<file path="src/rtl/adsr_envelope_if.sv">
// Control/status bundle between the synthesizer core and the ADSR envelope block.
// master drives gates and envelope settings; slave (the envelope) returns levels.
interface adsr_envelope_if;
    logic [7:0]       gate;
    logic [31:0]      attack_step;
    logic [31:0]      decay_step;
    logic [31:0]      sustain_level;
    logic [31:0]      release_step;
    logic [7:0][31:0] voice_volumes;
    logic [7:0]       active;

    modport master (
        output gate, attack_step, decay_step, sustain_level, release_step,
        input  voice_volumes, active
    );

    modport slave (
        input  gate, attack_step, decay_step, sustain_level, release_step,
        output voice_volumes, active
    );
endinterface

</file>
<file path="src/rtl/adsr_envelope.sv">
// Eight-voice ADSR envelope generator; one shared update path visits voice k
// on the clock where the prescaler equals k, once per PRESCALE cycles.
module adsr_envelope #(
    parameter int unsigned N_VOICES = 8,
    parameter logic [31:0] PEAK     = 32'h0001_0000,
    parameter int unsigned PRESCALE = 256
) (
    input logic           clk,
    input logic           reset,
    adsr_envelope_if.slave bus
);
    localparam int unsigned PW = $clog2(PRESCALE);
    localparam int unsigned VW = $clog2(N_VOICES);
    localparam logic [PW-1:0] PC_LAST = PW'(PRESCALE - 1);
    localparam logic [PW-1:0] PC_NV   = PW'(N_VOICES);

    typedef enum logic [2:0] {
        IDLE,
        ATTACK,
        DECAY,
        SUSTAIN,
        RELEASE
    } state_t;

    logic [PW-1:0]                pcount;
    state_t                       state_q [N_VOICES];
    logic [N_VOICES-1:0][31:0]    level_q;
    logic [N_VOICES-1:0]          gate_prev_q;

    logic                         slot_valid;
    logic [VW-1:0]                slot;
    state_t                       cur_state;
    logic [31:0]                  cur_level;
    logic                         cur_gate;
    logic                         cur_gate_prev;
    logic [31:0]                  sus;
    logic [32:0]                  att_sum;
    logic [32:0]                  dec_floor;
    logic                         att_done;
    logic                         dec_done;
    logic                         rel_done;
    state_t                       nxt_state;
    logic [31:0]                  nxt_level;

    assign slot_valid = (pcount < PC_NV);
    assign slot       = pcount[VW-1:0];

    always_comb begin
        cur_state     = state_q[slot];
        cur_level     = level_q[slot];
        cur_gate      = bus.gate[slot];
        cur_gate_prev = gate_prev_q[slot];
        sus           = (bus.sustain_level > PEAK) ? PEAK : bus.sustain_level;

        // 33-bit compares keep level+step and S+step from wrapping.
        att_sum   = {1'b0, cur_level} + {1'b0, bus.attack_step};
        dec_floor = {1'b0, sus} + {1'b0, bus.decay_step};
        att_done  = (bus.attack_step == '0) || (att_sum >= {1'b0, PEAK});
        dec_done  = (bus.decay_step == '0) || ({1'b0, cur_level} <= dec_floor);
        rel_done  = (bus.release_step == '0) || (cur_level <= bus.release_step);

        nxt_state = cur_state;
        nxt_level = cur_level;

        if (cur_gate && !cur_gate_prev) begin
            if (att_done) begin
                nxt_level = PEAK;
                nxt_state = DECAY;
            end else begin
                nxt_level = att_sum[31:0];
                nxt_state = ATTACK;
            end
        end else if ((!cur_gate && cur_gate_prev && cur_state != IDLE) || cur_state == RELEASE) begin
            if (rel_done) begin
                nxt_level = '0;
                nxt_state = IDLE;
            end else begin
                nxt_level = cur_level - bus.release_step;
                nxt_state = RELEASE;
            end
        end else begin
            case (cur_state)
                ATTACK: begin
                    if (att_done) begin
                        nxt_level = PEAK;
                        nxt_state = DECAY;
                    end else begin
                        nxt_level = att_sum[31:0];
                    end
                end
                DECAY: begin
                    if (dec_done) begin
                        nxt_level = sus;
                        nxt_state = SUSTAIN;
                    end else begin
                        nxt_level = cur_level - bus.decay_step;
                    end
                end
                SUSTAIN: nxt_level = sus;
                default: begin
                    nxt_level = '0;
                    nxt_state = IDLE;
                end
            endcase
        end
    end

    always_ff @(posedge clk or posedge reset) begin
        if (reset) begin
            pcount      <= '0;
            level_q     <= '0;
            gate_prev_q <= '0;
            for (int unsigned i = 0; i < N_VOICES; i++) begin
                state_q[i] <= IDLE;
            end
        end else begin
            pcount <= (pcount == PC_LAST) ? '0 : pcount + 1'b1;
            if (slot_valid) begin
                state_q[slot]     <= nxt_state;
                level_q[slot]     <= nxt_level;
                gate_prev_q[slot] <= cur_gate;
            end
        end
    end

    assign bus.voice_volumes = level_q;

    always_comb begin
        bus.active = '0;
        for (int unsigned i = 0; i < N_VOICES; i++) begin
            bus.active[i] = (state_q[i] != IDLE);
        end
    end
endmodule
</file>
<file path="src/flat_wrapper.sv">
// flat-port wrapper written by rule: the top's interface ports become plain ports
module adsr_envelope_flat 
#(
    parameter int unsigned N_VOICES = 8,
    parameter logic [31:0] PEAK     = 32'h0001_0000,
    parameter int unsigned PRESCALE = 256
)
  (clk, reset, bus_gate, bus_attack_step, bus_decay_step, bus_sustain_level, bus_release_step, bus_voice_volumes, bus_active);
  adsr_envelope_if bus_i ();
  input logic clk;
  input logic reset;
  input wire logic [$bits(bus_i.gate)-1:0] bus_gate;
  input wire logic [$bits(bus_i.attack_step)-1:0] bus_attack_step;
  input wire logic [$bits(bus_i.decay_step)-1:0] bus_decay_step;
  input wire logic [$bits(bus_i.sustain_level)-1:0] bus_sustain_level;
  input wire logic [$bits(bus_i.release_step)-1:0] bus_release_step;
  output wire logic [$bits(bus_i.voice_volumes)-1:0] bus_voice_volumes;
  output wire logic [$bits(bus_i.active)-1:0] bus_active;
  assign bus_i.gate = bus_gate;
  assign bus_i.attack_step = bus_attack_step;
  assign bus_i.decay_step = bus_decay_step;
  assign bus_i.sustain_level = bus_sustain_level;
  assign bus_i.release_step = bus_release_step;
  assign bus_voice_volumes = bus_i.voice_volumes;
  assign bus_active = bus_i.active;
  adsr_envelope #(.N_VOICES(N_VOICES), .PEAK(PEAK), .PRESCALE(PRESCALE)) u_core (.clk(clk), .reset(reset), .bus(bus_i));
endmodule
</file>
<file path="config.mk">
export PLATFORM = sky130hd
export DESIGN_NAME = adsr_envelope_flat
export DESIGN_NICKNAME = d
export VERILOG_FILES = /design/src/rtl/adsr_envelope_if.sv /design/src/rtl/adsr_envelope.sv /design/src/flat_wrapper.sv
export SDC_FILE = /design/constraint.sdc
export NUM_CORES = 1
export LEC_CHECK = 0
export BUFFER_PORTS_ARGS = -buffer_cell sky130_fd_sc_hd__clkbuf_2
export CORE_MARGIN = 3
export CORE_UTILIZATION = 58
export CTS_CLUSTER_DIAMETER = 50
export CTS_CLUSTER_SIZE = 40
export DETAILED_ROUTE_END_ITERATION = 10
export GPL_ROUTABILITY_DRIVEN = 0
export PLACE_DENSITY_LB_ADDON = 0.25
export SLEW_MARGIN = 20
export SYNTH_ARGS = -nofsm -noshare
export SYNTH_HDL_FRONTEND = slang
export SYNTH_SLANG_ARGS = --single-unit
</file>
<file path="constraint.sdc">
create_clock -name clk -period 11.2 [get_ports clk]
set_input_delay 1.68 -clock clk [delete_from_list [all_inputs] [get_ports clk]]
set_output_delay 1.68 -clock clk [all_outputs]
set_load 0.005 [all_outputs]
</file>
### Word level (Yosys, flattened, before mapping)

Index checks and enable logic that the tools add are counted.

* register bits after elaboration: 296
* output and inout port bits: 264

* add/sub/neg operators: 5
* magnitude comparators: 9
* equality and inequality tests: 5
* muxes and demuxes: 33
* bitwise gates (word level): 1
* reduce and logical (&&, ||, !) cells: 23

Operator list (number)
* 256-bit bitwise mux: 1
* 32-bit 2-to-1 mux: 8
* 32-bit binary-select mux with 3-bit select: 1
* 32-bit demux with 3-bit select: 1
* 32-bit zero test: 3
* 32-bit one-hot mux with 3 select lines: 1
* 32-bit by 32-bit adder with 33-bit output: 2
* 32-bit subtractor: 2
* 33-bit by 17-bit greater-or-equal comparator with 1-bit output, second input constant: 1
* 32-bit by 33-bit less-or-equal comparator with 1-bit output: 1
* 32-bit by 17-bit greater-than comparator with 1-bit output, second input constant: 1
* 32-bit less-or-equal comparator: 1
* 3-bit nonzero test: 9
* 24-bit bitwise mux: 1
* 3-bit 2-to-1 mux: 8
* 3-bit binary-select mux with 3-bit select: 1
* 3-bit demux with 3-bit select: 1
* 3-bit one-hot mux with 3 select lines: 1
* 8-bit by 1-bit adder with 8-bit output, second input constant: 1
* 8-bit bitwise mux: 1
* 8-bit equality test, second input constant: 1
* 8-bit by 4-bit less-than comparator with 1-bit output, second input constant: 1
* 8-bit 2-to-1 mux: 1
* 1-bit binary-select mux with 3-bit select: 2
* other kinds (14): 25

### Longest topological paths before layout

* depth in word-level cells: 10
* gate-level depth with buffers: 31

### Worst setup path after synthesis

Ideal clock, no wire load.

* path type: input to register
* from: input port bus_sustain_level[3]
* to: register u_core.level_q, in the netlist u_core.bus.voice_volumes[169]
* setup time: 0.140 ns
* arrival: 7.825 ns
* setup slack: 3.234 ns
* cell stages on the path: 29
* buffers on the path: 4
* cell sequence: nor4_1 > nand4_1 > a21oi_1 > clkbuf_1 > clkbuf_1 > and2_1 > ha_1 > a21o_1 > a21oi_1 > a21boi_0 > o21bai_1 > a21oi_1 > o221ai_1 > o21ai_0 > o221ai_1 > or4b_2 > o211a_1 > ha_1 > o21a_1 > o22ai_1 > or3_1 > or3_1 > or2_0 > clkbuf_1 > clkbuf_1 > o2111ai_1 > o221ai_1 > mux2i_1 > o31ai_1

* cells in the longest elaborated chain, start to end: 10

Ends and longest elaborated chain
* start: declaration: line flat_wrapper.sv:15 `input wire logic [$bits(bus_i.sustain_level)-1:0] bus_sustain_level;`
* 32-bit by 17-bit greater-than comparator with 1-bit output: line adsr_envelope.sv:53 `sus = (bus.sustain_level > PEAK) ? PEAK : bus.sustain_level;`
* 32-bit 2-to-1 mux *: line adsr_envelope.sv:53
* 32-bit by 32-bit adder with 33-bit output: line adsr_envelope.sv:57 `dec_floor = {1'b0, sus} + {1'b0, bus.decay_step};`
* 32-bit by 33-bit less-or-equal comparator with 1-bit output: line adsr_envelope.sv:59 `dec_done = (bus.decay_step == '0) || ({1'b0, cur_level} <= dec_floor);`
* 1-bit logical OR: line adsr_envelope.sv:59
* 32-bit 2-to-1 mux: line adsr_envelope.sv:92 `if (dec_done) begin`
* 32-bit one-hot mux with 3 select lines *: line adsr_envelope.sv:82 `case (cur_state)`
* 32-bit 2-to-1 mux *: line adsr_envelope.sv:73 `end else if ((!cur_gate && cur_gate_prev && cur_state != IDLE) || cur_state == RELEASE) begin`
* 32-bit 2-to-1 mux *: line adsr_envelope.sv:65 `if (cur_gate && !cur_gate_prev) begin`
* 256-bit bitwise mux *: line adsr_envelope.sv:120 `level_q[slot] <= nxt_level;`
* end signal: indexed assignment: line adsr_envelope.sv:120
* end: declaration: line adsr_envelope.sv:27 `logic [N_VOICES-1:0][31:0] level_q;`

Every way passes the cells marked *; elsewhere a longest branch is shown, timed or not.
A chain may end at the register's enable or synchronous reset.

### Worst setup path after layout

* from: input port bus_sustain_level[0]
* to: register u_core.level_q, in the netlist u_core.bus.voice_volumes[112]

Same word-level chain as after synthesis.

==> flow_summary.yaml <==
timing:
  finalSetupViolCount: 0
  rsz0062_at_grt: "false"
  setup-tns-final_ps: 0
  timing.final.ws_setup_ps: 2370
  slew_headroom_pct: 18.4
  final.min_clock_period_ps: 8830
  worst_pin_slew_ps: 1220
  period_share_pct: 78.8
  final_hold_viol_count: 0
  fmax_ghz: 0.113
  clock_skew_ps: 20.6
  slew_viol_final: 0
synthesis:
  syn_inst: 2506
  ys_ff_latch: 296
  synthesis.area_mm2: 0.0230
  yosysWarnings: 0
  synth_edf_count: 0
  synth_area_leaders: "dfrtp_1 (32%), ha_1 (8.7%), mux2i_1 (7.4%)"
  ys_async_sr_fraction_pct: 100
  yosysTopAreaCellShare_pct: 32.2
  yosys.area.top_type: "dfrtp_1"
  seq_area_frac_synth_pct: 32.2
  avgSynthCellArea_um2: 9.18
  yosys_most_used_dff: "dfrtp_1"
  synth.distinct_cells: 99
die:
  rows: 72
  start_util_pct: 59.1
  core_mm2: 0.0389
  dieHeight_um: 205
  die_w_um: 205
  top_level_ports: 402
  dieArea_mm2: 0.0421
global_route:
  antenna_found_initial: 2
  grtUsageTotal_pct: 41.1
  grt_pass1_wl_mm: 133
  grt_max_degree: 150
  grt_pass1_vias: 22500
  gr-total-overflow: 0
setup_path:
  rr_worst_depth: 17
  start_kind: "primary input"
  crit_top_cell: "a21oi_1"
  max_stage_delay_ps: 930
  r2r-start: "u_core.pcount[2]"
  crit_type: "in -> reg"
  path_max_fanout: 23
  end_kind: "register"
  worstPathArrival_ps: 9340
  cp_slowest_cell: "o211ai_1"
  critPathRequiredTime_ps: 11710
  worst-r2r-setup-slack_ps: 3900
  rr_endpoint: "u_core.bus.voice_volumes[196]"
placement:
  portBuffers: 401
  dp_hpwl_mm: 66.7
  pre_cts_ws_ps: 2070
routing:
  routed_wl_mm: 90.4
  drt-wirelength-per-cell_um: 26.7
  drt_first_pass_iters: 8
  drt_drc_violations_left: 0
  drtIter0Drc: 2970
  viasPerCell: 6.95
  antenna_left: 0
  vias: 23600
status:
  outcome: "complete, no violations"
hold_path:
  hold_start: "u_core.gate_prev_q[3]"
  worstHoldEndpoint: "u_core.gate_prev_q[3]"
  hp-class: "reg -> reg"
  min_path_cells: 2
power_and_ir_drop:
  powerDensity_mw_per_mm2: 101
  leakage_nw: 13.2
  power_mw: 2.68
  ir_worst_vdd_v: 0.000116
run:
  drv_cap: 0
cts:
  cts_sinks: 296
  cts_tree: "yes"
  htree_levels: 1
  cts-root-buf: "clkbuf_16"
  insertion_delay_ps: 570
  clk_pin_slew_ps: 80
  cts_setup_buffers: 0
  cts_hold_buffers: 0
  cts_resized: 0
  cts_buffers: 27
  clockBufferDepth: 3
cells_and_area:
  regArea_mm2: 0.00742
  nFillCells: 3139
  fin_nets: 3154
  synthToLayoutAreaGrowth_pct: 15.1
  antennaDiodeCount: 0
  multi_input_area_mm2: 0.0147
  drive_above_1_share_pct: 23.0
==> sequential cells by signal, indices dropped and copies added, names as in the netlist <==
| signal | count |
|---|---|
| u_core.bus.voice_volumes | 256 |
| u_core.gate_prev_q | 8 |
| u_core.pcount | 8 |
| u_core.state_q | 24 |
==> area by class of cell <==
| cell class | instances | area share, % |
|---|---|---|
| multi-input combinational | 1973 | 55.6 |
| sequential | 296 | 28.0 |
| timing repair buffer | 441 | 8.82 |
| clock buffer | 32 | 2.74 |
| tap | 518 | 2.45 |
| inverter | 113 | 1.65 |
| clock inverter | 17 | 0.714 |
==> cells by family after synthesis <==
family	count (synthesis)	synth area share (%)
adder cells (fa/ha/maj)	165	9.09
multiplexers	272	13.3
other	1	0.0163
AND/OR/NAND/NOR	622	13.0
XOR/XNOR	102	3.88
AO/OA/AOI/OAI	797	24.2
flip-flops	296	32.2
buffers and inverters	251	4.28
==> layout by cell type, fill, tap and decap left out, types with 33 or more instances in the layout <==
cell | netlist | layout
nor4_1 | 39 | 37
dfrtp_1 | 296 | 293
a21o_1 | 73 | 73
clkbuf_2 | 0 | 401
ha_1 | 160 | 160
o21ai_0 | 197 | 197
o41ai_1 | 83 | 83
nand2_1 | 232 | 228
xor2_1 | 43 | 43
inv_1 | 109 | 108
buf_4 | 4 | 37
a21oi_1 | 132 | 132
nor2_1 | 124 | 122
mux2_2 | 83 | 83
xnor2_1 | 59 | 59
nand3_1 | 34 | 33
mux2i_1 | 170 | 170
a22oi_1 | 39 | 39
==> cells in the mapped netlist (6+ instances only) <==
library cell,number
dfrtp_1,296
nand2_1,232
o21ai_0,197
mux2i_1,170
ha_1,160
a21oi_1,132
nor2_1,124
inv_1,109
clkbuf_1,104
mux2_2,83
o41ai_1,83
a21o_1,73
xnor2_1,59
xor2_1,43
a22oi_1,39
nor4_1,39
nand3_1,34
o31ai_1,31
nand4_1,30
nor3_1,29
a221oi_1,28
and2_1,26
o21a_1,26
o211ai_1,19
buf_1,18
mux4_2,18
nor2b_1,17
o21bai_1,17
o221ai_1,17
or3_1,17
and3_1,16
nand2b_1,16
a31oi_1,14
or2_2,13
o22ai_1,12
a211oi_1,10
buf_2,10
o21ai_1,9
o41ai_2,8
o2111ai_1,7
a2111oi_0,6
a21boi_0,6
o221ai_2,6
==> critical path: cells and delay by family <==
kind	cells	cell delay [ps]
AO/OA/AOI/OAI	14	3390
AND/OR/NAND/NOR	8	3030
adder cells (fa/ha/maj)	2	570
buffers and inverters	2	340
multiplexers	1	310
==> power by group <==
group | internal [mW] | switching [mW]
logic | 0.214 | 0.341
clock network | 0.520 | 0.453
registers | 1.11 | 0.0407
==> per-stage QoR <==
step / util, % / instance area, um2 / hold slack, ps / cells
2_1_floorplan: - / 23100 / 443 / 2520
3_3_place_gp: 65.6 / 25500 / 458 / 3340
3_5_place_dp: 65.6 / 25500 / 468 / 3340
4_1_cts: 67.9 / 26400 / 484 / 3389
5_1_grt: 68.0 / 26500 / 513 / 3390
6_report: 68.0 / 26500 / 491 / 3390
==> layer usage <==
layer / wire length (um) / vias up / GRT usage (%) / share of wire [%]
met4: 6790 / 0 / 25.5 / 7.5
met3: 12700 / 373 / 12.1 / 14
met5: 0 / - / 0 / 0
met1: 32700 / 11300 / 53.1 / 36
met2: 38200 / 1784 / 60.7 / 42
li1: - / 10100 / - / -
==> how the worst max path moves through the flow <==
stage | start | cells after the start | slack [ps] | endpoint
2_1_floorplan | reset | 1 | 1340 | u_core.bus.voice_volumes[0]
3_3_place_gp | bus_sustain_level[0] | 27 | 2340 | u_core.bus.voice_volumes[240]
3_5_place_dp | bus_sustain_level[0] | 27 | 2070 | u_core.bus.voice_volumes[176]
4_1_cts | bus_sustain_level[0] | 27 | 2590 | u_core.bus.voice_volumes[137]
5_1_grt | bus_sustain_level[0] | 27 | 2070 | u_core.bus.voice_volumes[137]
6_report | bus_sustain_level[0] | 27 | 2370 | u_core.bus.voice_volumes[112]
Note: power is estimated with default switching activity, not from simulation.
